<file path="config.mk">
export PLATFORM = sky130hd
export DESIGN_NAME = rcu_clk_seq
export DESIGN_NICKNAME = d
export VERILOG_FILES = /design/src/rtl/rcu_clk_seq.sv
export SDC_FILE = /design/constraint.sdc
export NUM_CORES = 1
export LEC_CHECK = 0
export ABC_CLOCK_PERIOD_IN_PS = 2250
export CAP_MARGIN = 10
export CELL_PAD_IN_SITES_DETAIL_PLACEMENT = 1
export CELL_PAD_IN_SITES_GLOBAL_PLACEMENT = 2
export CORE_MARGIN = 2
export CORE_UTILIZATION = 32
export DETAILED_ROUTE_END_ITERATION = 8
export GPL_TIMING_DRIVEN = 0
export HOLD_SLACK_MARGIN = 0.05
export PLACE_DENSITY = 0.85
export SETUP_SLACK_MARGIN = 0.5
export SYNTH_ARGS = -nofsm -noshare
export SYNTH_HDL_FRONTEND = slang
export SYNTH_SLANG_ARGS = --single-unit
export TNS_END_PERCENT = 10
</file>
<file path="constraint.sdc">
create_clock -name clk_i -period 2.25 [get_ports clk_i]
set_input_delay 0.45 -clock clk_i [delete_from_list [all_inputs] [get_ports clk_i]]
set_output_delay 0.45 -clock clk_i [all_outputs]
set_load 0.05 [all_outputs]
</file>
<file path="src/rtl/rcu_clk_seq.sv">
// rtl/rcu_clk_seq.sv - reset/clock-unit sequencer: PLL reconfiguration and bypass switching
// Glitch-safe clock reselection with lock qualification, timeout and lock-loss fallback.
module rcu_clk_seq #(
  parameter int SW_WAIT     = 4,
  parameter int OFF_CYC     = 4,
  parameter int LOCK_STABLE = 8,
  parameter int LOCK_TO     = 1024
) (
  input  logic       clk_i,
  input  logic       rst_n_i,
  input  logic       req_valid_i,
  output logic       req_ready_o,
  input  logic [2:0] req_cfg_i,
  input  logic       req_bypass_i,
  input  logic       pll_lock_i,
  output logic       pll_en_o,
  output logic [2:0] clk_cfg_o,
  output logic       clk_sel_o,
  output logic       dom_rst_n_o,
  output logic       done_o,
  output logic       err_o,
  output logic [2:0] state_o
);

  typedef enum logic [2:0] {
    IDLE      = 3'd0,
    BYP_SW    = 3'd1,
    PLL_OFF   = 3'd2,
    WAIT_LOCK = 3'd3,
    SWITCH    = 3'd4,
    RELEASE   = 3'd5,
    ERROR     = 3'd6
  } state_t;

  localparam int PH_MAX = (SW_WAIT > OFF_CYC) ? SW_WAIT : OFF_CYC;
  localparam int PH_W   = (PH_MAX > 1) ? $clog2(PH_MAX) : 1;
  localparam int ST_W   = (LOCK_STABLE > 1) ? $clog2(LOCK_STABLE) : 1;
  localparam int TO_W   = $clog2(LOCK_TO);

  localparam logic [PH_W-1:0] SW_LAST  = PH_W'(SW_WAIT - 1);
  localparam logic [PH_W-1:0] OFF_LAST = PH_W'(OFF_CYC - 1);
  localparam logic [ST_W-1:0] ST_LAST  = ST_W'(LOCK_STABLE - 1);
  localparam logic [TO_W-1:0] TO_LAST  = TO_W'(LOCK_TO - 1);

  state_t          state, state_nxt;
  logic [PH_W-1:0] ph_cnt, ph_nxt;
  logic [ST_W-1:0] stab_cnt, stab_nxt;
  logic [TO_W-1:0] to_cnt, to_nxt;
  logic [2:0]      cfg_q, cfg_nxt;
  logic            byp_q, byp_nxt;
  logic [1:0]      lock_sync;
  logic            lock_s;
  logic            accept;
  logic            loss;

  logic            pll_en_nxt, sel_nxt, dom_nxt, done_nxt, err_nxt, ready_nxt;
  logic [2:0]      cfg_out_nxt;

  assign lock_s  = lock_sync[1];
  assign accept  = req_valid_i & req_ready_o;
  assign state_o = state;

  always_ff @(posedge clk_i or negedge rst_n_i) begin
    if (!rst_n_i) begin
      lock_sync <= 2'b00;
    end else begin
      lock_sync <= {lock_sync[0], pll_lock_i};
    end
  end

  always_comb begin
    state_nxt = state;
    ph_nxt    = ph_cnt;
    stab_nxt  = stab_cnt;
    to_nxt    = to_cnt;
    cfg_nxt   = cfg_q;
    byp_nxt   = byp_q;
    loss      = 1'b0;

    case (state)
      IDLE, ERROR: begin
        // An accepted request outranks lock loss: the new sequence leaves the PLL clock anyway.
        if (accept) begin
          state_nxt = BYP_SW;
          cfg_nxt   = req_cfg_i;
          byp_nxt   = req_bypass_i;
        end else if (state == IDLE && clk_sel_o && !lock_s) begin
          state_nxt = ERROR;
          loss      = 1'b1;
        end
      end
      BYP_SW: begin
        if (ph_cnt == SW_LAST) state_nxt = PLL_OFF;
        else                   ph_nxt    = ph_cnt + 1'b1;
      end
      PLL_OFF: begin
        if (ph_cnt == OFF_LAST) state_nxt = byp_q ? RELEASE : WAIT_LOCK;
        else                    ph_nxt    = ph_cnt + 1'b1;
      end
      WAIT_LOCK: begin
        if (lock_s) begin
          if (stab_cnt == ST_LAST) state_nxt = SWITCH;
          else                     stab_nxt  = stab_cnt + 1'b1;
        end else begin
          stab_nxt = '0;
        end
        // Stability is evaluated first so it wins a same-cycle tie with the timeout.
        if (state_nxt == WAIT_LOCK) begin
          if (to_cnt == TO_LAST) state_nxt = ERROR;
          else                   to_nxt    = to_cnt + 1'b1;
        end
      end
      SWITCH: begin
        if (ph_cnt == SW_LAST) state_nxt = RELEASE;
        else                   ph_nxt    = ph_cnt + 1'b1;
      end
      RELEASE: state_nxt = IDLE;
      default: state_nxt = IDLE;
    endcase

    if (state_nxt != state) begin
      ph_nxt   = '0;
      stab_nxt = '0;
      to_nxt   = '0;
    end
  end

  // Outputs are decoded from the next state and registered, so they align with state_o.
  always_comb begin
    pll_en_nxt  = pll_en_o;
    cfg_out_nxt = clk_cfg_o;
    sel_nxt     = clk_sel_o;
    dom_nxt     = dom_rst_n_o;
    done_nxt    = 1'b0;
    err_nxt     = err_o;
    ready_nxt   = (state_nxt == IDLE) || (state_nxt == ERROR);

    case (state_nxt)
      IDLE: dom_nxt = 1'b1;
      BYP_SW: begin
        sel_nxt = 1'b0;
        dom_nxt = 1'b0;
        err_nxt = 1'b0;
      end
      PLL_OFF: begin
        pll_en_nxt  = 1'b0;
        cfg_out_nxt = cfg_q;
        sel_nxt     = 1'b0;
        dom_nxt     = 1'b0;
      end
      WAIT_LOCK: pll_en_nxt = 1'b1;
      SWITCH:    sel_nxt    = 1'b1;
      RELEASE: begin
        dom_nxt  = 1'b1;
        done_nxt = 1'b1;
      end
      ERROR: begin
        pll_en_nxt = 1'b0;
        sel_nxt    = 1'b0;
        err_nxt    = 1'b1;
        // Lock loss pulses the domain reset low for one cycle.
        dom_nxt    = ~loss;
      end
      default: ;
    endcase
  end

  always_ff @(posedge clk_i or negedge rst_n_i) begin
    if (!rst_n_i) begin
      state       <= IDLE;
      ph_cnt      <= '0;
      stab_cnt    <= '0;
      to_cnt      <= '0;
      cfg_q       <= 3'd0;
      byp_q       <= 1'b0;
      pll_en_o    <= 1'b0;
      clk_cfg_o   <= 3'd0;
      clk_sel_o   <= 1'b0;
      dom_rst_n_o <= 1'b0;
      done_o      <= 1'b0;
      err_o       <= 1'b0;
      req_ready_o <= 1'b1;
    end else begin
      state       <= state_nxt;
      ph_cnt      <= ph_nxt;
      stab_cnt    <= stab_nxt;
      to_cnt      <= to_nxt;
      cfg_q       <= cfg_nxt;
      byp_q       <= byp_nxt;
      pll_en_o    <= pll_en_nxt;
      clk_cfg_o   <= cfg_out_nxt;
      clk_sel_o   <= sel_nxt;
      dom_rst_n_o <= dom_nxt;
      done_o      <= done_nxt;
      err_o       <= err_nxt;
      req_ready_o <= ready_nxt;
    end
  end

endmodule
</file>
==> reports/results.txt <==
Max FO, Critical Path = 7
drt first pass iters = 4
area post-placement = 2091 um2
Pwr per Cell Area = 1170 nW/um2
ys async rst share = 100.0%
yosys warns = 0
Arr. time, crit path = 2330 ps
global route overflow = 0
Worst path slowest cell = a311oi_4
HP Class = in2async
CP required = 2420 ps
clk buf depth = 2
Synth Register Bits = 33
vias in the first global route = 1484
Avg Cell Area, Syn = 10.38 um2
largest net degree at the start of global routing = 34
Sinks on Clock Net = 33
n_diodes = 0
Worst Setup End Kind = flip-flop
Top-Level Pins = 20
total power = 2.765 mW
Die Wd = 78.49 um
slowest cell delay on critical path = 400 ps
final period utilization = 96.23%
skew final = 8.222 ps
worst r2r path cells = 8
RSZ-0062 raised after global routing = true
CTS tree = yes
IO Port Bufs = 19
Syn-to-layout area delta = 33.12%
drc violations = 0
sequential area share after synthesis = 46.58%
setup TNS = 0 ps
RR Endpoint = clk_cfg_o[0]
Final Wtd Congestion = 0.8146
CTS buffer count = 5
routed wire length = 4256 um
reg-to-reg critical path startpoint = ph_cnt[1]
Leak = 0.9860 nW
initial core utilization = 32.64%
total track usage = 15.17%
post-route cell area = 2364 um2
Root Buffer = clkbuf_8
Clock Latency Late Sink = 280 ps
Synthesized Nets = 183
drt wl/cell = 15.09 um
H-tree Lvls = 2
Routed Antenna Nets = 0
Core Region = 5439 um2
final setup vio count = 0
Cells after Synth = 171
height of the die = 78.49 um
fin. max-slew vios = 0
status = completed
vias = 1393
DP HPWL = 2764 um
# Max-Cap Violations = 0
Nets = 222
peak supply drop = 0.6597 mV
Vias/cell = 4.940
Distinct cells, synth = 47
Worst setup SP type = flip-flop
layout cells sized above 1 = 29.05%
Post-synth EDFFs = 0
prevailing post-synth register cell = dfrtp_1
slew margin rel. = 51.34%
hold buffers post-CTS = 0
Setup Crit Path Kind = reg2reg
initial antenna violation count = 0
CTS clk-pin slew, worst paths = 70 ps
reg-to-reg slack, setup = 80 ps
Synth Cell Area = 1775 um2
First DRT Iteration DRCs = 46
fmax = 461.9 MHz
die area = 6160 um2
Final Critical Period = 2165 ps
row count = 27
Final Hold Vio Count = 0
first-pass GRT wire length = 7293 um
crit path cell chain = ha_2, buf_6, nand4bb_4, o41ai_4, a311oi_4, nand2_4, nor3b_4, mux2_4
Worst Tran Pin Value = 729.8 ps
how the worst max path moves through the flow:
stage / from / endpoint / depth (start not counted)
2_1_floorplan: req_ready_o / clk_cfg_o[0] / 6
3_3_place_gp: req_valid_i / clk_cfg_o[0] / 7
3_5_place_dp: req_valid_i / clk_cfg_o[1] / 7
4_1_cts: ph_cnt[1] / clk_cfg_o[0] / 8
5_1_grt: ph_cnt[0] / clk_cfg_o[1] / 8
6_report: ph_cnt[1] / clk_cfg_o[0] / 8
cells by family (layout without fill, tap and decap cells):
family / count (synthesis) / in the layout / synth area share [%]
muxes: 8 / 8 / 5.004
and+or+nand+nor: 73 / 73 / 22.48
buffers and inverters: 13 / 52 / 3.805
DFF: 33 / 33 / 46.58
xor gates and xnor gates: 12 / 12 / 5.920
AOI/OAI and AO/OA: 28 / 28 / 13.39
adders and majority gates: 4 / 4 / 2.819
cells in the mapped netlist, types with 2 or more instances:
cell type	number	area share (%)
a211oi_1	2	0.85
a21oi_1	8	2.3
and3b_1	2	0.99
buf_2	3	0.85
buf_4	2	0.85
dfrtp_1	32	45
ha_1	4	2.8
inv_1	7	1.5
mux2_2	7	4.4
nand2_1	16	3.4
nand2b_1	3	1.1
nand3_1	8	2.3
nand3_2	3	1.7
nand4_1	2	0.70
nor2_1	22	4.7
nor3_1	4	1.1
nor4_1	4	1.4
o21ai_0	3	0.85
xnor2_1	8	3.9
xor2_1	4	2.0
per-stage QoR:
stage / instances / utilization, % / setup slack, ps / hold slack [ps]
floorplan: 171 / - / 161.6 / 154.4
global placement: 262 / 38.53 / -381.2 / 332.9
detailed placement: 262 / 38.44 / -408.4 / 336.3
CTS: 279 / 42.01 / 107.2 / 250.8
global route: 282 / 43.46 / 2.890 / 273.8
finish: 282 / 43.46 / 84.91 / 226.2
cells in the final DEF (no fill, tap or decap), types with 4 or more instances in the layout:
cell type	n
buf_6	4
a21oi_1	8
nand3_1	7
xor2_1	4
clkdlybuf4s50_1	16
xnor2_1	8
dfrtp_1	29
nand3_2	4
mux2_2	4
buf_4	14
clkbuf_8	6
nor2_1	22
inv_1	7
nand2_1	15
nor4_1	4
routing by layer:
layer  vias to the layer above  GRT usage (%)  wire, um
met4                         0          5.789        74
met3                         5          2.874       114
li1                        676              -         -
met1                       691          20.39      2031
met5                         -              0         0
met2                        21          24.22      2035
flip-flops by register name (all words and copies together) (netlist names):
signal and flops:
dom_rst_n_o 1, pll_en_o 1, clk_sel_o 1, state_o 3, done_o 1, stab_cnt 3, to_cnt 10, byp_q 1
cfg_q 3, lock_sync 2, req_ready_o 1, clk_cfg_o 3, err_o 1, ph_cnt 2
layout make-up:
type,instances,area (um2)
Sequential cell,33,834.6
Tap cell,72,90.09
Fill cell,591,3075
Clock buffer,7,86.33
Timing Repair Buffer,32,292.8
Inverter,7,26.28
Multi-Input combinational cell,125,973.4
Buffer,6,60.06
what timing repair did:
item | 4_1_cts | 5_1_grt
setup endpoints to repair | 41 | 42
setup buffers | 10 | 3
resized for setup | 6 | 8
pin swaps | 7 | 3
worst max-delay path: cells and delay by family, from the launching register on:
kind | cells | cell delay, ps
and+or+nand+nor | 3 | 510
buffers and inverters | 1 | 140
adders and majority gates | 1 | 190
muxes | 1 | 330
DFF | 1 | 390
AOI/OAI and AO/OA | 2 | 490
report_power, final:
| part | internal [mW] | switching [mW] |
|---|---|---|
| sequential | 0.741 | 0.104 |
| combinational | 0.627 | 0.850 |
| clock | 0.242 | 0.201 |
| total | 1.61 | 1.15 |
No activity file was read; power rests on OpenSTA's default activity.
